<file path="config.mk">
export PLATFORM = sky130hd
export DESIGN_NAME = io_port_responder
export DESIGN_NICKNAME = d
export VERILOG_FILES = /design/src/rtl/io_port_pkg.sv /design/src/rtl/io_port_fifo.sv /design/src/rtl/io_port_responder.sv
export SDC_FILE = /design/constraint.sdc
export NUM_CORES = 1
export LEC_CHECK = 0
export ABC_AREA = 0
export CORE_MARGIN = 2
export CORE_UTILIZATION = 50
export CTS_BUF_LIST = sky130_fd_sc_hd__clkbuf_4 sky130_fd_sc_hd__clkbuf_8 sky130_fd_sc_hd__clkbuf_16
export DETAILED_ROUTE_END_ITERATION = 16
export GPL_TIMING_DRIVEN = 0
export PLACE_DENSITY = 0.79
export REMOVE_ABC_BUFFERS = 1
export SLEW_MARGIN = 20
export SYNTH_ARGS = -nofsm -noshare
export SYNTH_HDL_FRONTEND = slang
export SYNTH_HIERARCHICAL = 1
export SYNTH_SLANG_ARGS = --single-unit
</file>
<file path="constraint.sdc">
create_clock -name clk -period 4.7 [get_ports clk]
set_clock_uncertainty 0.05 [all_clocks]
set_input_delay 0.94 -clock clk [delete_from_list [all_inputs] [get_ports clk]]
set_output_delay 0.94 -clock clk [all_outputs]
set_load 0.1 [all_outputs]
</file>
<file path="src/rtl/io_port_pkg.sv">
// Shared definitions for the memory-mapped I/O port responder:
// register indices, STATUS bit positions and the register index type.
package io_port_pkg;

  typedef logic [1:0] regIdx_t;

  localparam regIdx_t OFS_PORT_OUT = 2'd0;
  localparam regIdx_t OFS_PORT_IN  = 2'd1;
  localparam regIdx_t OFS_STATUS   = 2'd2;
  localparam regIdx_t OFS_TX_DATA  = 2'd3;

  localparam int ST_IN_CHG = 0;
  localparam int ST_FULL   = 1;
  localparam int ST_EMPTY  = 2;
  localparam int ST_OVF    = 3;
  localparam int ST_IRQ_EN = 4;
  localparam int ST_BITS   = 5;

endpackage

</file>
<file path="src/rtl/io_port_fifo.sv">
// Synchronous TX FIFO with push, pop, full, empty and count.
// DEPTH is a power of two so the pointers wrap naturally.
module io_port_fifo #(
  parameter int WIDTH = 32,
  parameter int DEPTH = 4
) (
  input  logic                     clk,
  input  logic                     reset,
  input  logic                     push,
  input  logic                     pop,
  input  logic [WIDTH-1:0]         din,
  output logic [WIDTH-1:0]         dout,
  output logic                     full,
  output logic                     empty,
  output logic [$clog2(DEPTH):0]   count
);

  localparam int PW = $clog2(DEPTH);
  localparam int CW = PW + 1;

  logic [WIDTH-1:0] mem [DEPTH];
  logic [PW-1:0]    wrPtr;
  logic [PW-1:0]    rdPtr;
  logic             doPush;
  logic             doPop;

  assign full   = count == CW'(DEPTH);
  assign empty  = count == '0;
  assign doPop  = pop && !empty;
  // A pop on the same edge frees the slot a full FIFO needs.
  assign doPush = push && (!full || doPop);
  assign dout   = mem[rdPtr];

  always_ff @(posedge clk) begin
    if (doPush) begin
      mem[wrPtr] <= din;
    end
  end

  always_ff @(posedge clk) begin
    if (!reset) begin
      wrPtr <= '0;
      rdPtr <= '0;
      count <= '0;
    end else begin
      if (doPush) begin
        wrPtr <= wrPtr + PW'(1);
      end
      if (doPop) begin
        rdPtr <= rdPtr + PW'(1);
      end
      unique case ({doPush, doPop})
        2'b10:   count <= count + CW'(1);
        2'b01:   count <= count - CW'(1);
        default: count <= count;
      endcase
    end
  end

endmodule

</file>
<file path="src/rtl/io_port_responder.sv">
// Data-bus I/O responder: output port, synchronized input port, STATUS
// and a TX FIFO stream. Optional irq output under IO_PORT_IRQ_EN.
module io_port_responder
  import io_port_pkg::*;
#(
  parameter int          DATA_WIDTH = 32,
  parameter logic [31:0] BASE_ADDR  = 32'h1000_0000,
  parameter int          FIFO_DEPTH = 4
) (
  input  logic                  clk,
  input  logic                  reset,
  input  logic [31:0]           Address,
  input  logic [DATA_WIDTH-1:0] WriteData,
  input  logic                  MemWrite,
  input  logic                  MemRead,
  output logic [DATA_WIDTH-1:0] ReadData,
  output logic                  Hit,
  input  logic [7:0]            PortIn,
  output logic [31:0]           PortOut,
  output logic [DATA_WIDTH-1:0] stream_data,
  output logic                  stream_valid,
  input  logic                  stream_ready
`ifdef IO_PORT_IRQ_EN
  ,
  output logic                  irq
`endif
);

  localparam int CW = $clog2(FIFO_DEPTH) + 1;

  regIdx_t            idx;
  logic               wrEn;
  logic               selOut;
  logic               selIn;
  logic               selStat;
  logic               selTx;
  logic               txPush;
  logic               pop;
  logic               full;
  logic               empty;
  logic [CW-1:0]      count;
  logic [7:0]         s1;
  logic [7:0]         s2;
  logic [7:0]         prev;
  logic               inChg;
  logic               ovf;
  logic               irqEn;
  logic [ST_BITS-1:0] status;
  logic               unusedBits;

  assign Hit     = Address[31:4] == BASE_ADDR[31:4];
  assign idx     = Address[3:2];
  assign wrEn    = Hit && MemWrite;
  assign selOut  = idx == OFS_PORT_OUT;
  assign selIn   = idx == OFS_PORT_IN;
  assign selStat = idx == OFS_STATUS;
  assign selTx   = idx == OFS_TX_DATA;
  assign txPush  = wrEn && selTx;
  assign pop     = stream_valid && stream_ready;
  assign stream_valid = !empty;
  assign unusedBits   = &{1'b0, Address[1:0]};

  io_port_fifo #(
    .WIDTH (DATA_WIDTH),
    .DEPTH (FIFO_DEPTH)
  ) u_fifo (
    .clk   (clk),
    .reset (reset),
    .push  (txPush),
    .pop   (pop),
    .din   (WriteData),
    .dout  (stream_data),
    .full  (full),
    .empty (empty),
    .count (count)
  );

  always_ff @(posedge clk) begin
    if (!reset) begin
      PortOut <= '0;
      s1      <= '0;
      s2      <= '0;
      prev    <= '0;
      inChg   <= 1'b0;
      ovf     <= 1'b0;
    end else begin
      s1   <= PortIn;
      s2   <= s1;
      prev <= s2;
      if (wrEn && selOut) begin
        PortOut <= 32'(WriteData);
      end
      // Sticky flags: a new event beats a same-edge W1C.
      if (s2 != prev) begin
        inChg <= 1'b1;
      end else if (wrEn && selStat && WriteData[ST_IN_CHG]) begin
        inChg <= 1'b0;
      end
      if (txPush && full && !pop) begin
        ovf <= 1'b1;
      end else if (wrEn && selStat && WriteData[ST_OVF]) begin
        ovf <= 1'b0;
      end
    end
  end

`ifdef IO_PORT_IRQ_EN
  always_ff @(posedge clk) begin
    if (!reset) begin
      irqEn <= 1'b0;
      irq   <= 1'b0;
    end else begin
      if (wrEn && selStat) begin
        irqEn <= WriteData[ST_IRQ_EN];
      end
      irq <= irqEn & (inChg | ovf);
    end
  end
`else
  assign irqEn = 1'b0;
`endif

  always_comb begin
    status            = '0;
    status[ST_IN_CHG] = inChg;
    status[ST_FULL]   = full;
    status[ST_EMPTY]  = empty;
    status[ST_OVF]    = ovf;
    status[ST_IRQ_EN] = irqEn;
  end

  always_comb begin
    ReadData = '0;
    if (Hit && MemRead) begin
      unique case (1'b1)
        selOut:  ReadData = DATA_WIDTH'(PortOut);
        selIn:   ReadData = DATA_WIDTH'(s2);
        selStat: ReadData = DATA_WIDTH'(status);
        selTx:   ReadData = DATA_WIDTH'(count);
        default: ReadData = '0;
      endcase
    end
  end

endmodule
</file>
# Word-level counts from Yosys, hierarchy flattened
# Memory sizes are Yosys's and may differ from the RTL's. A register that Yosys moved wholly into a read port is not among the register bits.
# Index checks and enable logic that the tools add are counted.
word_totals:
  word_cells: 54
  ram_bits: 128
  inputBits: 77
  latchBits: 0
  rom_bits: 0
  regBits: 65
  mem_count: 1
  output_inout_bits: 98
op_classes:
  bitwise_logic: 0
  n_lt_le_gt_ge: 0
  mux: 11
  reduce_logical: 21
  addsub: 4
  mul: 0
  n_div: 0
  n_eq_ne: 8
  n_shift: 0
mem_list:
  columns: ["memory", "depth", "width", "rd", "rd_clocked_by_memory_dff", "write_ports", "line", "rtl"]
  rows:
  - ["u_fifo.mem", 4, 32, 1, 1, 1, "io_port_fifo.sv:21", "logic [WIDTH-1:0] mem [DEPTH];"]
op_table:
  columns: ["cell", "count"]
  rows:
  - ["32-bit one-hot mux with 4 select lines", 1]
  - ["32-bit two-way mux", 1]
  - ["28-bit by 25-bit equality test with 1-bit output (second input constant)", 1]
  - ["1-bit logical AND", 12]
  - ["8-bit inequality test", 1]
  - ["2-bit equality test (second input constant)", 3]
  - ["1-bit two-way mux", 6]
  - ["3-bit one-hot mux with 2 select lines", 1]
  - ["2-bit nonzero test", 3]
  - ["2-bit by 1-bit adder with 2-bit output (second input constant)", 2]
  - ["2-bit by 1-bit equality test with 1-bit output (second input constant)", 2]
  - ["2-bit two-way mux", 2]
  - ["3-bit by 1-bit adder with 3-bit output (second input constant)", 1]
  - ["3-bit equality test (second input constant)", 1]
  - ["1-bit logical NOT", 3]
  - ["3-bit logical NOT", 1]
  - ["3-bit by 1-bit subtractor with 3-bit output (second input constant)", 1]
  - ["2-bit logical NOT", 1]
  - ["1-bit logical OR", 1]

# Depth between registers and ports, before layout
# Gate-level depths: netlist of run 1.
depth:
  word_depth: 8
  ltp_mapped: 10
  ltp_nobuf: 9

# Modules after synthesis
# The synthesis of run 1 kept the hierarchy.
modules_own_cells:
  columns: ["mod", "n_inst", "cells_each", "area_each_um2", "seq_area_each_um2"]
  rows:
  - ["io_port_fifo", 1, 234, 5175.0, 4023.9]
  - ["io_port_responder", 1, 283, 2710.1, 1161.1]

# Worst setup path after synthesis of run 1
# Ideal clock, no wire load.
synth_path:
  path_type: "in2out"
  from: "input Address[14]"
  to: "output ReadData[0]"
  arrival_ps: 3325
  path_buffers: 1
  required_time_ps: 3710
  stages: 5
  setup_slack_ps: 385
  cell_sequence: "nor4_4 > nand4_4 > or3_1 > buf_2 > nor2b_1"
synth_between:
  elab_chain_len: 3
synth_rtl:
  columns: ["item", "line", "rtl"]
  rows:
  - ["start, declared", "io_port_responder.sv:12", "input logic [31:0] Address,"]
  - ["28-bit by 25-bit equality test with 1-bit output", "io_port_responder.sv:51", "assign Hit = Address[31:4] == BASE_ADDR[31:4];"]
  - ["1-bit logical AND", "io_port_responder.sv:134", "if (Hit && MemRead) begin"]
  - ["32-bit two-way mux", "io_port_responder.sv:134", null]
  - ["end, declared", "io_port_responder.sv:16", "output logic [DATA_WIDTH-1:0] ReadData,"]
# Every way passes these cells.

# Worst setup path after layout of run 1
layout_path:
  from: "input Address[2]"
  to: "output ReadData[8]"
layout_between:
  elab_chain_len: 3
  word_cells_on_any_way: 6
  cone_classes: "eq/ne: 3; mux: 2; reduce/logical: 1"
layout_rtl:
  columns: ["item", "line", "rtl"]
  rows:
  - ["2-bit equality test, or another cell as far along", "io_port_responder.sv:57", "assign selTx = idx == OFS_TX_DATA;"]
  - ["32-bit one-hot mux with 4 select lines (*)", "io_port_responder.sv:135", "unique case (1'b1)"]
  - ["32-bit two-way mux (*)", "io_port_responder.sv:134", null]
# Every way passes the cells marked *; elsewhere a longest branch is shown, timed or not.

==> results of run 1 <==
cell type report:
class | count | area, sq um
Antenna cell | 1 | 2.502
Tap cell | 211 | 264.0
Sequential cell | 195 | 5190
Fill cell | 1049 | 4762
Clock buffer | 24 | 496.7
Inverter | 10 | 37.54
Timing Repair Buffer | 185 | 1983
Multi-Input combinational cell | 282 | 2504
Clock inverter | 8 | 75.07
logic make-up (layout without fill, tap and decap cells):
logic type / after synthesis / count (layout)
AOI/OAI and AO/OA: 18 / 18
xor gates and xnor gates: 12 / 12
adders and majority gates: 5 / 5
buffers and inverters: 40 / 227
DFF: 195 / 195
muxes: 72 / 72
other: 0 / 1
and+or+nand+nor: 175 / 175
cells in the mapped netlist (2+ instances only):
cell type  count
nor3_2         4
or3_1          2
nor3_1         2
nor2_1        10
buf_1          3
o211ai_1       2
clkbuf_2       2
nand3_1        7
mux2i_1       37
ha_1           4
nand2b_1       2
a21oi_1        2
and3_1         4
clkbuf_1      11
dfxtp_1       67
buf_4          3
inv_1         10
nor2b_1        4
nand4_1        2
and2_1        49
buf_2          7
buf_8          3
a31oi_1        3
xor2_1        12
o21ai_0        4
nor4_4         5
edfxtp_1     128
nand2_1       69
mux4_2        35
nor4_1         6
worst max-delay path, cell delays in order:
cell and delay (ns):
clkdlybuf4s50_1 0.72, or2_2 0.46, nor4_4 0.26, buf_4 0.21
and2_1 0.13, dlygate4sd2_1 0.84
registers in the layout (all words and copies together) (netlist names), named ones only:
signal and flops:
u_fifo/wrPtr 2, PortOut 32, prev 8, s2 8, u_fifo/rdPtr 2, inChg 1
u_fifo/mem 128, ovf 1, s1 8, u_fifo/count 3
power by group through the flow:
stage                     registers (uW)  clock network [uW]  logic, uW
final                               1840                1380        131
after global routing                1830                1470        143
after CTS                           1830                1400        132
after floorplan                     1870                   0       28.1
after global placement              1870                   0        128
after detailed placement            1870                   0        132
worst paths after layout:
path         slack (ns)               to       startpoint
min                0.38            s2[5]            s1[5]
max                0.13      ReadData[8]       Address[2]
max reg2reg        1.53  u_fifo/count[1]  u_fifo/count[0]
min reg2reg        0.38            s2[5]            s1[5]
through the flow:
stage	cell area, sq um	power (uW)	worst slack [ns]	util
4_1_cts	10540	3370	0.07902	0.6882
2_1_floorplan	7709	1901	0.3768	-
6_report	10550	3348	0.1324	0.6891
5_1_grt	10550	3446	0.04005	0.6889
3_3_place_gp	9694	2001	-1.041	0.6330
3_5_place_dp	9923	2004	-0.7573	0.6480
what timing repair did:
action / 4_1_cts / 5_1_grt
setup buffers: 2 / 0
pin swaps: 1 / 0
endpoints found under the setup margin: 32 / 17
resized for setup: 88 / 5
metal layers:
layer,track usage,vias up,routed length (um)
li1,-,2250,-
met1,0.2506,2421,6874
met2,0.3496,168,8160
met3,0.06069,18,1077
met4,0.04934,0,206
met5,0,-,0
==> run_results.csv, run 1 <==
group,metric,value,unit
run,maxCapViolCount,0,
worst_setup_path,worst_setup_path_end_kind,"output pin",
cells_and_area,synthToLayoutAreaGrowth,33.83,%
worst_setup_path,crit_required,3.71,ns
status,status,"completed",
routing,drc,0,
cells_and_area,layout_common_cells,"clkdlybuf4s50_1, edfxtp_1, nand2_1, dfxtp_1, and2_1",
sta,tightest_slew,1.074,ns
sta,slew_violations,0,
yosys,avgSynthCellArea,15.25,sq um
sta,rsz0062_at_grt,"no",
cells_and_area,final_nets,773,
global_route,antenna_found_initial,0,
yosys,synthMuxAreaShare,0.1469,
sta,setup_viol,0,
yosys,synth_area,7885,sq um
yosys,synth_top_family_by_area,"multiplexers",
routing,wl,16.32,mm
yosys,synth_fa_ha_area_frac,0.008886,
placement,dp_cells,881,
yosys,synth_seq_area_share,0.6576,
yosys,synth_compound_area_frac,0.01571,
floorplan,die_w,129.6,um
cells_and_area,layout-drive-gt1-share,0.1875,
global_route,grt_use_total,0.2021,
placement,gp_congestion,0.7680,
yosys,synth_ff_type,"edfxtp_1",
clock_network,cts_root_buf,"clkbuf_16",
yosys,syn-instance-count,517,
clock_network,cts_buffers,17,
routing,first_iter_violations,284,
cells_and_area,final_common_cell,"clkdlybuf4s50_1",
yosys,synthArstFlopShare,0,
yosys,yosysUniqueCellTypes,48,
routing,viasPerCell,5.302,
sta,fin_crit,4.568,ns
yosys,synth-simple-area-share,0.1304,
global_route,grt_first_pass_wirelength,25.44,mm
pwr,power.leakage,0.003563,uW
clock_network,clk_latency,0.42,ns
sta,fin_hold_ws,0.3844,ns
yosys,ys_top_cells_by_area,"edfxtp_1, dfxtp_1, mux4_2, mux2i_1, and2_1",
floorplan,rows,45,
pwr,switchingPower,648.3,uW
routing,ant_nets,0,
pwr,swShare,0.1936,
clock_network,cts_sinks,195,
routing,wl_per_cell,17.81,um
clock_network,cts_tree,"yes",
clock_network,h-tree-depth,4,
worst_hold_path,min_path_type,"flop to flop",
pwr,p_comb_frac,0.039,
floorplan,pin_count,175,
placement,dp_hpwl,11.20,mm
floorplan,die_area,16790,sq um
worst_setup_path,critPathArrivalTime,3.58,ns
sta,fmax,218.9,MHz
yosys,synth-xor-area-share,0.01333,
yosys,ys_ff_latch,195,
routing,dr.pass1.iters,7,
worst_setup_path,ff2ff_path_depth,8,
sta,slew_headroom,0.2815,
floorplan,core_area,15310,sq um
pwr,vdd_drop_max,0.2759,mV
global_route,grt_max_degree,49,
floorplan,die_y,129.6,um
yosys,yosysWarningCount,6,
clock_network,holdBufCountCts,0,
yosys,synth_edf_count,128,
placement,io_buffers,172,
clock_network,clkTransAtPathRegs,0.06,ns
worst_setup_path,critPathKind,"primary input to output pin",
routing,vias,4857,
pwr,powerDensity,317.3,nW/um^2
sta,finalHoldViolations,0,
cells_and_area,instances_no_fill,916,
worst_hold_path,min_path_cells,1,
pwr,intPower,2700,uW
pwr,seq_power_share,0.548,
floorplan,start_util,0.5149,
global_route,first_global_vias,4961,
clock_network,ctsLongestPathBuffers,2,
pwr,clock_power_share,0.413,
sta,finalSetupTns,0,ns
yosys,yosysTopAreaCell,"edfxtp_1",
yosys,synth_top_cell_area_share,0.4875,
global_route,grt_overflow_total,0,
sta,finalCritPeriodShare,0.9718,
worst_setup_path,start_kind,"primary input",
worst_setup_path,crit_path_max_fanout,11,
No activity file was read; power rests on OpenSTA's default activity.
==> run 2: changes to the inputs <==
--- a/config.mk
+++ b/config.mk
@@ -6,7 +6,7 @@
 export NUM_CORES = 1
 export LEC_CHECK = 0
 export ABC_AREA = 0
-export CORE_MARGIN = 2
+export CORE_MARGIN = 3
 export CORE_UTILIZATION = 50
 export CTS_BUF_LIST = sky130_fd_sc_hd__clkbuf_4 sky130_fd_sc_hd__clkbuf_8 sky130_fd_sc_hd__clkbuf_16
 export DETAILED_ROUTE_END_ITERATION = 16
==> run_results.csv, run 2 (synthesis results as in run 1) <==
group,metric,value,unit
status,status,"completed",
floorplan,die_area,17310,sq um
cells_and_area,antenna_cells,0,
worst_setup_path,critPathKind,"primary input to output pin",
routing,viasPerCell,5.303,
global_route,grt_use_total,0.1983,
pwr,intPower,2687,uW
cells_and_area,final_nets,772,
placement,place_ws,-0.7254,ns
clock_network,holdBufCountCts,0,
sta,finalHoldViolations,0,
pwr,powerDensity,318.8,nW/um^2
global_route,antenna_found_initial,0,
sta,fmax,218.2,MHz
sta,finalCritPeriodShare,0.9752,
worst_setup_path,start_kind,"primary input",
worst_setup_path,crit_required,3.71,ns
pwr,power.leakage,0.003557,uW
global_route,grt_first_pass_wirelength,26.78,mm
clock_network,cts_root_buf,"clkbuf_16",
sta,setup_viol,0,
routing,first_iter_violations,291,
placement,gp_congestion,0.8007,
worst_setup_path,worst_setup_path_end_kind,"output pin",
pwr,seq_power_share,0.550,
placement,dp_hpwl,11.61,mm
clock_network,clk_latency,0.42,ns
sta,tightest_slew,1.050,ns
cells_and_area,regMostFlops,"u_fifo/mem",
sta,slew_violations,0,
cells_and_area,synthToLayoutAreaGrowth,32.72,%
routing,wl_per_cell,18.04,um
sta,rsz0062_at_grt,"no",
sta,finalSetupTns,0,ns
worst_setup_path,crit_start,"Address[2]",
floorplan,pin_count,175,
worst_hold_path,hold_start,"s1[4]",
routing,ant_nets,0,
routing,dr.pass1.iters,5,
cells_and_area,largest_reg_flops,128,
sta,fin_crit,4.584,ns
placement,io_buffers,172,
floorplan,die_y,131.6,um
worst_hold_path,min_path_type,"flop to flop",
pwr,switchingPower,649.3,uW
global_route,grt_overflow_total,0,
floorplan,rows,45,
cells_and_area,layout-drive-gt1-share,0.1906,
cells_and_area,final_common_cell,"clkdlybuf4s50_1",
worst_setup_path,r2r-start,"u_fifo/count[0]",
worst_setup_path,crit_path_max_fanout,11,
clock_network,h-tree-depth,4,
cells_and_area,layout_common_cells,"clkdlybuf4s50_1, edfxtp_1, nand2_1, dfxtp_1, and2_1",
clock_network,cts_sinks,195,
sta,fin_hold_ws,0.3821,ns
run,maxCapViolCount,0,
pwr,vdd_drop_max,0.2433,mV
floorplan,core_area,15310,sq um
sta,fin_ws,0.1164,ns
floorplan,start_util,0.5149,
cells_and_area,top_regs,"u_fifo/mem x128, PortOut x32",
cells_and_area,fillers,1056,
global_route,grt_max_degree,49,
clock_network,cts_buffers,17,
pwr,clock_power_share,0.410,
global_route,first_global_vias,5013,
clock_network,ctsLongestPathBuffers,2,
floorplan,die_w,131.6,um
clock_network,cts_tree,"yes",
routing,vias,4847,
clock_network,clkTransAtPathRegs,0.07,ns
pwr,p_total,3336,uW
sta,slew_headroom,0.2981,
routing,wl,16.49,mm
pwr,swShare,0.1946,
routing,drc,0,
worst_setup_path,critPathArrivalTime,3.59,ns
pwr,p_comb_frac,0.040,
-- run 2: layout make-up --
cell class	instances	area, sq um	area share
Clock buffer	24	525.5	0.05022
Tap cell	211	264.0	0.02523
Timing Repair Buffer	184	1902	0.1817
Clock inverter	8	48.80	0.004663
Multi-Input combinational cell	282	2497	0.2386
Inverter	10	37.54	0.003587
Sequential cell	195	5190	0.4959
-- run 2: timing repair --
item	in CTS	in global routing
pin swaps	1	0
hold endpoints to repair	0	0
setup endpoints to repair	32	32
setup buffers	1	0
gates resized for setup	71	25
-- run 2: metal layers --
| layer | vias up | routed length, um | global-route usage |
|---|---|---|---|
| li1 | 2248 | - | - |
| met1 | 2384 | 6840 | 0.2486 |
| met2 | 189 | 8267 | 0.3338 |
| met3 | 26 | 982 | 0.05207 |
| met4 | 0 | 395 | 0.07176 |
| met5 | - | 0 | 0 |
-- run 2: final timing paths --
| check | slack [ns] | to | depth (start not counted) |
|---|---|---|---|
| min | 0.38 | s2[4] | 1 |
| max | 0.12 | ReadData[27] | 6 |
| max reg2reg | 1.53 | u_fifo/count[1] | 8 |
| min reg2reg | 0.38 | s2[4] | 1 |
-- run 2: power groups by stage --
| stage | Sequential [uW] | Combinational (uW) | Clock (uW) |
|---|---|---|---|
| floorplan | 1870 | 28.1 | 0 |
| global placement | 1870 | 128 | 0 |
| detailed placement | 1870 | 133 | 0 |
| CTS | 1840 | 134 | 1400 |
| global route | 1830 | 145 | 1470 |
| finish | 1840 | 133 | 1370 |
-- run 2: per-stage QoR --
stage | cells | area (sq um) | util
after floorplan | 487 | 7709 | -
after global placement | 870 | 9694 | 0.6330
after detailed placement | 881 | 9920 | 0.6477
after CTS | 914 | 10510 | 0.6861
after global routing | 914 | 10470 | 0.6833
final | 914 | 10470 | 0.6833
-- run 2: worst max-delay path, stage by stage --
cell	delay, ns
clkdlybuf4s50_1	0.73
or2_2	0.46
nor4_4	0.26
buf_4	0.21
and2_1	0.13
dlygate4sd2_1	0.84
